## src/rtl/recarga_uc_pkg.sv

```systemverilog
// Shared constants for the reload control unit: state codes, default timing, helpers.
// The magazine counter is built only when RECARGA_MUNICAO_EN is defined.
package recarga_uc_pkg;

    localparam int T_RETORNO_DEFAULT   = 25_000_000;
    localparam int MUNICAO_MAX_DEFAULT = 6;

    typedef enum logic [3:0] {
        INICIAL = 4'd0,
        ESPERA  = 4'd1,
        PREPARA = 4'd2,
        EMPURRA = 4'd3,
        RETORNO = 4'd4,
        FIM     = 4'd5
    } estado_t;

    function automatic logic [2:0] dec_sat(input logic [2:0] v);
        return (v == 3'd0) ? 3'd0 : v - 3'd1;
    endfunction

endpackage

```

## src/rtl/recarga_timer.sv

```systemverilog
// Servo return timer: counts while conta=1, fim flags the last cycle (count M-1).
// zera has priority over conta.
module recarga_timer #(
    parameter int M = 25_000_000
) (
    input  logic clock,
    input  logic reset,
    input  logic zera,
    input  logic conta,
    output logic fim
);

    localparam int W = $clog2(M);

    logic [W-1:0] cnt_q, cnt_d;

    assign fim = (cnt_q == W'(M - 1));

    always_comb begin
        cnt_d = cnt_q;
        if (zera)
            cnt_d = '0;
        else if (conta)
            cnt_d = fim ? '0 : cnt_q + 1'b1;
    end

    always_ff @(posedge clock or negedge reset) begin
        if (!reset)
            cnt_q <= '0;
        else
            cnt_q <= cnt_d;
    end

endmodule

```

## src/rtl/recarga_uc.sv

```systemverilog
// Reload/fire control unit: Moore FSM driving the push servo plus optional magazine
// counter (enabled with RECARGA_MUNICAO_EN; otherwise firing is unlimited).
module recarga_uc
    import recarga_uc_pkg::*;
#(
    parameter int MUNICAO_MAX = MUNICAO_MAX_DEFAULT,
    parameter int T_RETORNO   = T_RETORNO_DEFAULT
) (
    input  logic       clock,
    input  logic       reset,
    input  logic       disparo,
    input  logic       recarregar,
    input  logic       fim_recarga,
    output logic       contar,
    output logic       zera_fd,
    output logic       pronto,
    output logic       ocupado,
    output logic       vazio,
    output logic       erro,
    output logic [2:0] municao,
    output logic [3:0] db_estado
);

    localparam logic [2:0] MUN_CHEIO = 3'(MUNICAO_MAX);

    estado_t state_q, state_d;
    logic    contar_q, contar_d;
    logic    zera_fd_q, zera_fd_d;
    logic    pronto_q, pronto_d;
    logic    ocupado_q, ocupado_d;
    logic    recarga_cmd;
    logic    fim_ret;

    recarga_timer #(.M(T_RETORNO)) u_timer (
        .clock (clock),
        .reset (reset),
        .zera  (state_q != RETORNO),
        .conta (state_q == RETORNO),
        .fim   (fim_ret)
    );

    // Outputs are registered from the next state so they line up with the state itself.
    always_comb begin
        state_d = state_q;
        case (state_q)
            INICIAL: state_d = ESPERA;
            ESPERA:  if (!recarga_cmd && disparo && !vazio) state_d = PREPARA;
            PREPARA: state_d = EMPURRA;
            EMPURRA: if (fim_recarga) state_d = RETORNO;
            RETORNO: if (fim_ret) state_d = FIM;
            FIM:     state_d = ESPERA;
            default: state_d = INICIAL;
        endcase
        contar_d  = (state_d == EMPURRA);
        zera_fd_d = (state_d == PREPARA);
        pronto_d  = (state_d == FIM);
        ocupado_d = (state_d == PREPARA) || (state_d == EMPURRA) ||
                    (state_d == RETORNO) || (state_d == FIM);
    end

    always_ff @(posedge clock or negedge reset) begin
        if (!reset) begin
            state_q   <= INICIAL;
            contar_q  <= 1'b0;
            zera_fd_q <= 1'b0;
            pronto_q  <= 1'b0;
            ocupado_q <= 1'b0;
        end else begin
            state_q   <= state_d;
            contar_q  <= contar_d;
            zera_fd_q <= zera_fd_d;
            pronto_q  <= pronto_d;
            ocupado_q <= ocupado_d;
        end
    end

`ifdef RECARGA_MUNICAO_EN
    logic [2:0] municao_q, municao_d;
    logic       erro_q, erro_d;

    assign recarga_cmd = recarregar;
    assign vazio       = (municao_q == 3'd0);

    // Refill beats fire in the same ESPERA cycle.
    always_comb begin
        municao_d = municao_q;
        erro_d    = 1'b0;
        if (state_q == INICIAL)
            municao_d = MUN_CHEIO;
        else if (state_q == ESPERA) begin
            if (recarregar)
                municao_d = MUN_CHEIO;
            else if (disparo && vazio)
                erro_d = 1'b1;
        end else if (state_q == EMPURRA && fim_recarga)
            municao_d = dec_sat(municao_q);
    end

    always_ff @(posedge clock or negedge reset) begin
        if (!reset) begin
            municao_q <= 3'd0;
            erro_q    <= 1'b0;
        end else begin
            municao_q <= municao_d;
            erro_q    <= erro_d;
        end
    end

    assign municao = municao_q;
    assign erro    = erro_q;
`else
    logic unused_recarregar;

    assign unused_recarregar = recarregar;
    assign recarga_cmd       = 1'b0;
    assign vazio             = 1'b0;
    assign erro              = 1'b0;
    assign municao           = MUN_CHEIO;
`endif

    assign contar    = contar_q;
    assign zera_fd   = zera_fd_q;
    assign pronto    = pronto_q;
    assign ocupado   = ocupado_q;
    assign db_estado = state_q;

endmodule

```

## config.mk

```make
export PLATFORM = sky130hd
export DESIGN_NAME = recarga_uc
export DESIGN_NICKNAME = d
export VERILOG_FILES = /design/src/rtl/recarga_uc_pkg.sv /design/src/rtl/recarga_timer.sv /design/src/rtl/recarga_uc.sv
export SDC_FILE = /design/constraint.sdc
export NUM_CORES = 1
export LEC_CHECK = 0
export CAP_MARGIN = 10
export CORE_UTILIZATION = 60
export CTS_BUF_LIST = sky130_fd_sc_hd__clkbuf_8 sky130_fd_sc_hd__clkbuf_16
export DETAILED_ROUTE_END_ITERATION = 8
export DONT_BUFFER_PORTS = 1
export GPL_TIMING_DRIVEN = 0
export MAX_ROUTING_LAYER = met4
export PLACE_DENSITY = 0.87
export SYNTH_ARGS = -nofsm -noshare
export SYNTH_HDL_FRONTEND = slang
export SYNTH_SLANG_ARGS = --single-unit
```

## constraint.sdc

```tcl
create_clock -name clock -period 3.9 [get_ports clock]
set_clock_uncertainty 0.05 [all_clocks]
set_input_delay 0.39 -clock clock [delete_from_list [all_inputs] [get_ports clock]]
set_output_delay 0.39 -clock clock [all_outputs]
set_load 0.005 [all_outputs]
```

==> metrics.csv, run 1 <==
stage,metric,value,unit
outcome,status,"complete, no violations",
clock_tree,Inserted Clock Buffers,5,
clock_tree,worst-skew pair later-pin latency,0.29,ns
global_route,largest net degree at the start of global routing,34,
worst_setup_path,CP startpoint kind,flop,
pwr,Switching Share,23.0,%
global_route,vias in the first global route,1132,
worst_setup_path,Crit path buffers/inverters,1,
global_route,first-pass GRT wire length,5060,um
worst_setup_path,Worst EP arrival,2.54,ns
drt,vias per inst,5.84,
timing,RSZ-0062 raised after global routing,false,
pwr,leakage,0.000703,uW
die,core area,2500,um^2
synth,post-synthesis cell area,1600,um^2
synth,"Distinct cells, synth",36,
finish,"commonest non-fill, non-tap cell in the layout",dfrtp_1,
placed_design,gpl congestion,0.778,
timing,post-layout min period,2.38,ns
timing,Least-Margin Pin Slew,0.570,ns
synth,simple logic cell fraction of the synthesized area,25.1,%
worst_setup_path,CP endpoint kind,flop,
synth,post-synthesis sequential area ratio,51.5,%
global_route,Total GRT Usage,26.9,%
clock_tree,postcts setup bufs,0,
die,Die W,53.7,um
worst_setup_path,Worst Path Required,4.07,ns
global_route,GRT Residual Overflow,0,
die,cell row count,18,
worst_setup_path,kind of critical path,reg -> reg,
synth,"Avg Cell Area, Syn",9.78,um^2
timing,Slew HR,61.7,%
clock_tree,H-tree depth,2,
placed_design,hpwl dp,2170,um
finish,Antenna Cells,0,
synth,multiplexer share of the synthesized area,0,%
timing,post-route setup slack,1.52,ns
synth,Synth Area in Adders,0.780,%
finish,sequential cell area,826,um^2
clock_tree,clk sinks,33,
finish,nets,183,
timing,number of failing hold endpoints at the final stage,0,
clock_tree,clk root buf,clkbuf_8,
worst_setup_path,CP top delay family,simple AND/OR/NAND/NOR gates,
pwr,Pint,478,uW
pwr,combinational power share,3.9,%
pwr,PD cells,351,nW/um^2
synth,Synth Area in Compound Gates,10.1,%
die,Die Height,53.7,um
job,Max Cap Viol,0,
pwr,Flop pwr share,56.6,%
timing,final setup fails,0,
worst_setup_path,CP max-delay cell,or4_1,
synth,synth warn,0,
drt,Vias,1214,
worst_setup_path,CP cell instances,"ha_1, nand3_1, or4_1, clkbuf_2, or3_1, a21oi_1",
synth,"Top FF cell, synth",dfrtp_1,
synth,post-synthesis xor/xnor area fraction,7.10,%
global_route,antenna violations before repair,0,
finish,fraction of layout cells with a size suffix above 1,11.2,%
finish,most frequent cells in the layout,"33 x dfrtp_1, 21 x nor2_1, 12 x xnor2_1, 11 x a21oi_1",
drt,DR iter-0 viols,21,
timing,f_max,0.420,GHz
clock_tree,"Clk pin slew, worst setup/hold paths",0.07,ns
finish,Filler cells,195,
timing,Setup TNS,0,ns
timing,"Slew Viols, Final",0,
clock_tree,CTS tree,yes,
placed_design,Port Buf Inserts,0,
placed_design,dpl ws,1.54,ns
pwr,Peak VDD IR,0.000315,V
drt,# DRC,0,
placed_design,Placed Instances,198,
timing,hold slack final,0.191,ns
die,Initial Util,64.2,%
clock_tree,PostCTS Resize Cnt,0,
synth,"FFs w/ async S/R, synth",100,%
finish,area occupied by multi-input gates,713,um^2
synth,Post-Syn Instances,164,
synth,Post-synth EDFFs,0,
pwr,Sw Pwr,143,uW
die,Die Area,2880,um^2
timing,Tcrit/Tclk final,61.0,%
worst_setup_path,Crit path largest cell delay,0.65,ns
finish,post-route insts no fill,208,
synth,main combinational cell family by area after synthesis,simple AND/OR/NAND/NOR gates,
drt,routed wire length,3120,um
worst_hold_path,Hold WC Path Type,in -> reg,
finish,design area,1770,um^2
pwr,Clk network pwr share,39.5,%
drt,drt first pass iters,4,
worst_setup_path,crit path max fanout,10,
drt,Routed wire per std cell,15.0,um
clock_tree,Clock Path Buffers,2,
placed_design,area post-placement,1660,um^2
synth,Yosys reg bits,33,
drt,Final ANT Viol Nets,0,
finish,Area Growth Syn to Fin,10.3,%
die,num ports,18,
-- state kept, by name, indices dropped and copies added (netlist names) --
name,count
db_estado,4
zera_fd,1
pronto,1
ocupado,1
u_timer.cnt_q,25
contar,1
-- synth_stat cells, types with 3 or more instances --
cell	n	share of area, %
nand3_1	6	1.9
nor2_1	21	4.9
xnor2_1	12	6.6
nand2_1	8	1.9
o31ai_1	4	1.9
nor4_1	3	1.2
o21ai_0	5	1.6
or4_1	6	2.8
nand4_1	3	1.2
buf_4	5	2.3
dfrtp_1	33	51
a21oi_1	11	3.4
and3_1	3	1.2
inv_1	7	1.6
clkbuf_1	3	0.70
nor2b_1	3	1.2
or3_1	4	1.6
nor3_1	5	1.6
-- routing by layer --
metal / vias to the layer above / wire length, um / GRT usage [%]
met5: - / 0 / -
met4: 0 / 64 / 13.2
met3: 7 / 157 / 8.47
met2: 36 / 1510 / 40.5
met1: 577 / 1390 / 32.3
li1: 594 / - / -
-- final timing paths --
check,start,end,slack [ns],cells past startpoint
setup / recovery,u_timer.cnt_q[0],u_timer.cnt_q[16],1.52,6
hold / removal,fim_recarga,contar,0.19,1
setup reg to reg,u_timer.cnt_q[0],u_timer.cnt_q[16],1.52,6
hold reg to reg,u_timer.cnt_q[0],u_timer.cnt_q[0],0.47,1
max in group asynchronous,reset,db_estado[2],3.14,2
min in group asynchronous,reset,u_timer.cnt_q[18],0.49,2
-- power by group through the flow --
stage                     combinational [uW]  sequential, uW  clock [uW]
after global routing                    27.2             352         262
after detailed placement                14.6             358           0
after floorplan                         12.7             357           0
final                                   24.3             352         245
after CTS                               24.5             352         251
after global placement                  13.6             358           0
-- metrics by stage --
| step | total power [uW] | util, % |
|---|---|---|
| after global placement | 371 | 66.3 |
| after detailed placement | 373 | 66.3 |
| after global routing | 642 | 70.8 |
| after floorplan | 370 | - |
| after CTS | 627 | 70.8 |
| final | 622 | 70.8 |
-- cells by family (layout without fill, tap and decap cells) --
group,after synthesis,in the layout
simple gates,73,73
flops,33,33
compound gates,26,26
buf+inv,16,26
xor+xnor,13,13
other cells,2,6
fa+ha+maj,1,1
-- final cells by class --
cell class | count | area share (%)
Clock inverter | 3 | 0.778
Timing Repair Buffer | 2 | 1.70
Inverter | 7 | 1.49
Clock buffer | 5 | 3.89
Buffer | 9 | 3.04
Multi-Input combinational cell | 119 | 40.3
Sequential cell | 33 | 46.7
Tap cell | 30 | 2.12
-- what timing repair did --
item / 4_1_cts / 5_1_grt
hold buffers: 2 / 0
endpoints found under the hold margin: 33 / 0
endpoints found under the setup margin: 0 / 0
Power figures use the tool's default switching activity.
==> run 2: changes to the inputs <==
--- a/config.mk
+++ b/config.mk
@@ -6,13 +6,13 @@
 export NUM_CORES = 1
 export LEC_CHECK = 0
 export CAP_MARGIN = 10
-export CORE_UTILIZATION = 60
+export CORE_UTILIZATION = 55
 export CTS_BUF_LIST = sky130_fd_sc_hd__clkbuf_8 sky130_fd_sc_hd__clkbuf_16
 export DETAILED_ROUTE_END_ITERATION = 8
 export DONT_BUFFER_PORTS = 1
 export GPL_TIMING_DRIVEN = 0
 export MAX_ROUTING_LAYER = met4
-export PLACE_DENSITY = 0.87
+export PLACE_DENSITY = 0.84
 export SYNTH_ARGS = -nofsm -noshare
 export SYNTH_HDL_FRONTEND = slang
 export SYNTH_SLANG_ARGS = --single-unit
==> constraint.sdc (replaced) <==
create_clock -name clock -period 1.95 [get_ports clock]
set_clock_uncertainty 0.05 [all_clocks]
set_input_delay 0.195 -clock clock [delete_from_list [all_inputs] [get_ports clock]]
set_output_delay 0.195 -clock clock [all_outputs]
set_load 0.005 [all_outputs]
==> metrics.csv, run 2 (synthesized netlist as in run 1, its figures left out) <==
stage,metric,value,unit
global_route,Total GRT Usage,28.1,%
timing,number of failing hold endpoints at the final stage,0,
worst_setup_path,CP startpoint kind,flop,
finish,Largest register FFs,25,
drt,Vias,1399,
drt,drt first pass iters,5,
worst_setup_path,r2r setup slk,-0.09,ns
finish,nets,210,
job,Max Cap Viol,0,
clock_tree,clk sinks,33,
worst_hold_path,worst hold endpoint,zera_fd,
clock_tree,clk root buf,clkbuf_8,
drt,DR iter-0 viols,76,
timing,Slew HR,49.0,%
drt,Final ANT Viol Nets,0,
die,Die W,56.0,um
worst_hold_path,worst hold stages,1,
drt,Routed wire per std cell,17.4,um
die,Initial Util,58.2,%
worst_hold_path,Hold WC Path Type,in -> reg,
worst_setup_path,CP max-delay cell,or4_4,
pwr,Peak VDD IR,0.000797,V
finish,"commonest non-fill, non-tap cell in the layout",buf_4,
timing,post-layout min period,2.04,ns
global_route,largest net degree at the start of global routing,34,
die,core area,2760,um^2
die,num ports,18,
timing,Least-Margin Pin Slew,0.745,ns
die,Die Area,3140,um^2
timing,"Slew Viols, Final",0,
clock_tree,"Clk pin slew, worst setup/hold paths",0.06,ns
worst_setup_path,Crit path largest cell delay,0.56,ns
die,cell row count,19,
worst_setup_path,Reg2Reg Depth,6,
global_route,first-pass GRT wire length,6610,um
worst_setup_path,CP cell instances,"nand4_1, buf_4, or4_4, buf_8, or3_4, a21oi_2",
worst_hold_path,HP Start,disparo,
outcome,failing checks,negative setup slack,
worst_setup_path,Worst Path Required,2.11,ns
drt,# DRC,0,
placed_design,Port Buf Inserts,0,
placed_design,hpwl dp,2170,um
finish,most frequent cells in the layout,"33 x buf_4, 29 x dfrtp_1, 21 x nor2_1, 12 x xnor2_1, 8 x nand2_1",
pwr,PD cells,611,nW/um^2
global_route,antenna violations before repair,1,
worst_setup_path,Worst EP arrival,2.20,ns
timing,post-route setup slack,-0.0930,ns
timing,hold slack final,0.0440,ns
timing,f_max,0.489,GHz
timing,Setup TNS,-0.361,ns
global_route,vias in the first global route,1436,
worst_setup_path,CP top delay family,simple AND/OR/NAND/NOR gates,
clock_tree,worst-skew pair later-pin latency,0.28,ns
worst_setup_path,kind of critical path,reg -> reg,
timing,Tcrit/Tclk final,105,%
clock_tree,Clock Path Buffers,2,
global_route,GRT Residual Overflow,0,
finish,Final Core Density,77.8,%
worst_setup_path,worst r2r dst,u_timer.cnt_q[20],
placed_design,gpl congestion,0.805,
worst_setup_path,crit path max fanout,6,
outcome,status,finished with violations,
finish,Filler cells,156,
finish,Reg with most FFs,u_timer.cnt_q,
worst_setup_path,Crit path buffers/inverters,2,
die,Die Height,56.0,um
drt,routed wire length,4130,um
finish,fraction of layout cells with a size suffix above 1,36.1,%
clock_tree,H-tree depth,2,
pwr,leakage,0.000864,uW
worst_setup_path,CP endpoint kind,flop,
clock_tree,CTS tree,yes,
timing,final setup fails,7,
finish,Area Growth Syn to Fin,33.7,%
placed_design,dpl ws,-0.203,ns
worst_setup_path,RR Startpoint,u_timer.cnt_q[9],
drt,vias per inst,5.90,
clock_tree,Inserted Clock Buffers,5,
timing,RSZ-0062 raised after global routing,true,
-- run 2: cell types whose count changed in the layout (fill, tap and decap cells not counted), moves of 5 or more --
cell / change
buf_4: +28
a21oi_1: -6
a21oi_2: +6
or4_1: -5
or4_4: +5
-- run 2: worst max path at each step --
stage / slack, ns / to / depth (start not counted) / startpoint
global placement: -0.14 / u_timer.cnt_q[2] / 6 / u_timer.cnt_q[0]
floorplan: -0.002 / u_timer.cnt_q[21] / 5 / u_timer.cnt_q[2]
CTS: -0.01 / u_timer.cnt_q[24] / 7 / u_timer.cnt_q[0]
detailed placement: -0.20 / u_timer.cnt_q[5] / 6 / u_timer.cnt_q[0]
global route: -0.16 / u_timer.cnt_q[20] / 6 / u_timer.cnt_q[9]
finish: -0.09 / u_timer.cnt_q[20] / 6 / u_timer.cnt_q[9]
-- run 2: metal layers --
layer	vias to the layer above	share of wire, %	track usage, %
met4	0	3.3	14.3
li1	647	-	-
met5	-	0	-
met3	17	3.8	5.12
met2	50	52	43.7
met1	685	41	35.2
-- run 2: power breakdown --
part           switching (uW)  internal, uW
Clock                     237           319
Combinational            28.6          22.0
Sequential               10.6           694
Total                     277          1030
-- run 2: layout make-up --
class / count / area [um^2] / area share [%]
diodes: 1 / 2.50 / 0.117
plain buffers: 8 / 65.1 / 3.03
clock buffers: 7 / 96.3 / 4.49
clock inverters: 1 / 5.00 / 0.233
inverters: 7 / 26.3 / 1.23
multi-input cells: 119 / 840 / 39.1
flip-flops and latches: 33 / 831 / 38.7
well taps: 31 / 38.8 / 1.81
repair buffers: 30 / 240 / 11.2
-- run 2: worst reg2reg max path, delay by kind of cell (launching register included) --
family	cells	cell delay, ns
compound gates	1	0.14
buf+inv	2	0.32
flops	1	0.41
simple gates	3	1.05
-- run 2: stage by stage --
step / cells / total power, uW / instance area [um^2]
6_report: 237 / 1310 / 2140
4_1_cts: 227 / 1320 / 2010
3_5_place_dp: 199 / 745 / 1700
3_3_place_gp: 199 / 743 / 1700
2_1_floorplan: 168 / 740 / 1660
5_1_grt: 237 / 1360 / 2140
-- run 2: what timing repair did --
| item | in CTS | in global routing |
|---|---|---|
| gates resized for setup | 15 | 23 |
| hold buffers | 2 | 0 |
| setup buffers | 18 | 10 |
| pin swaps | 13 | 6 |
| hold endpoints to repair | 33 | 0 |
| endpoints found under the setup margin | 24 | 24 |
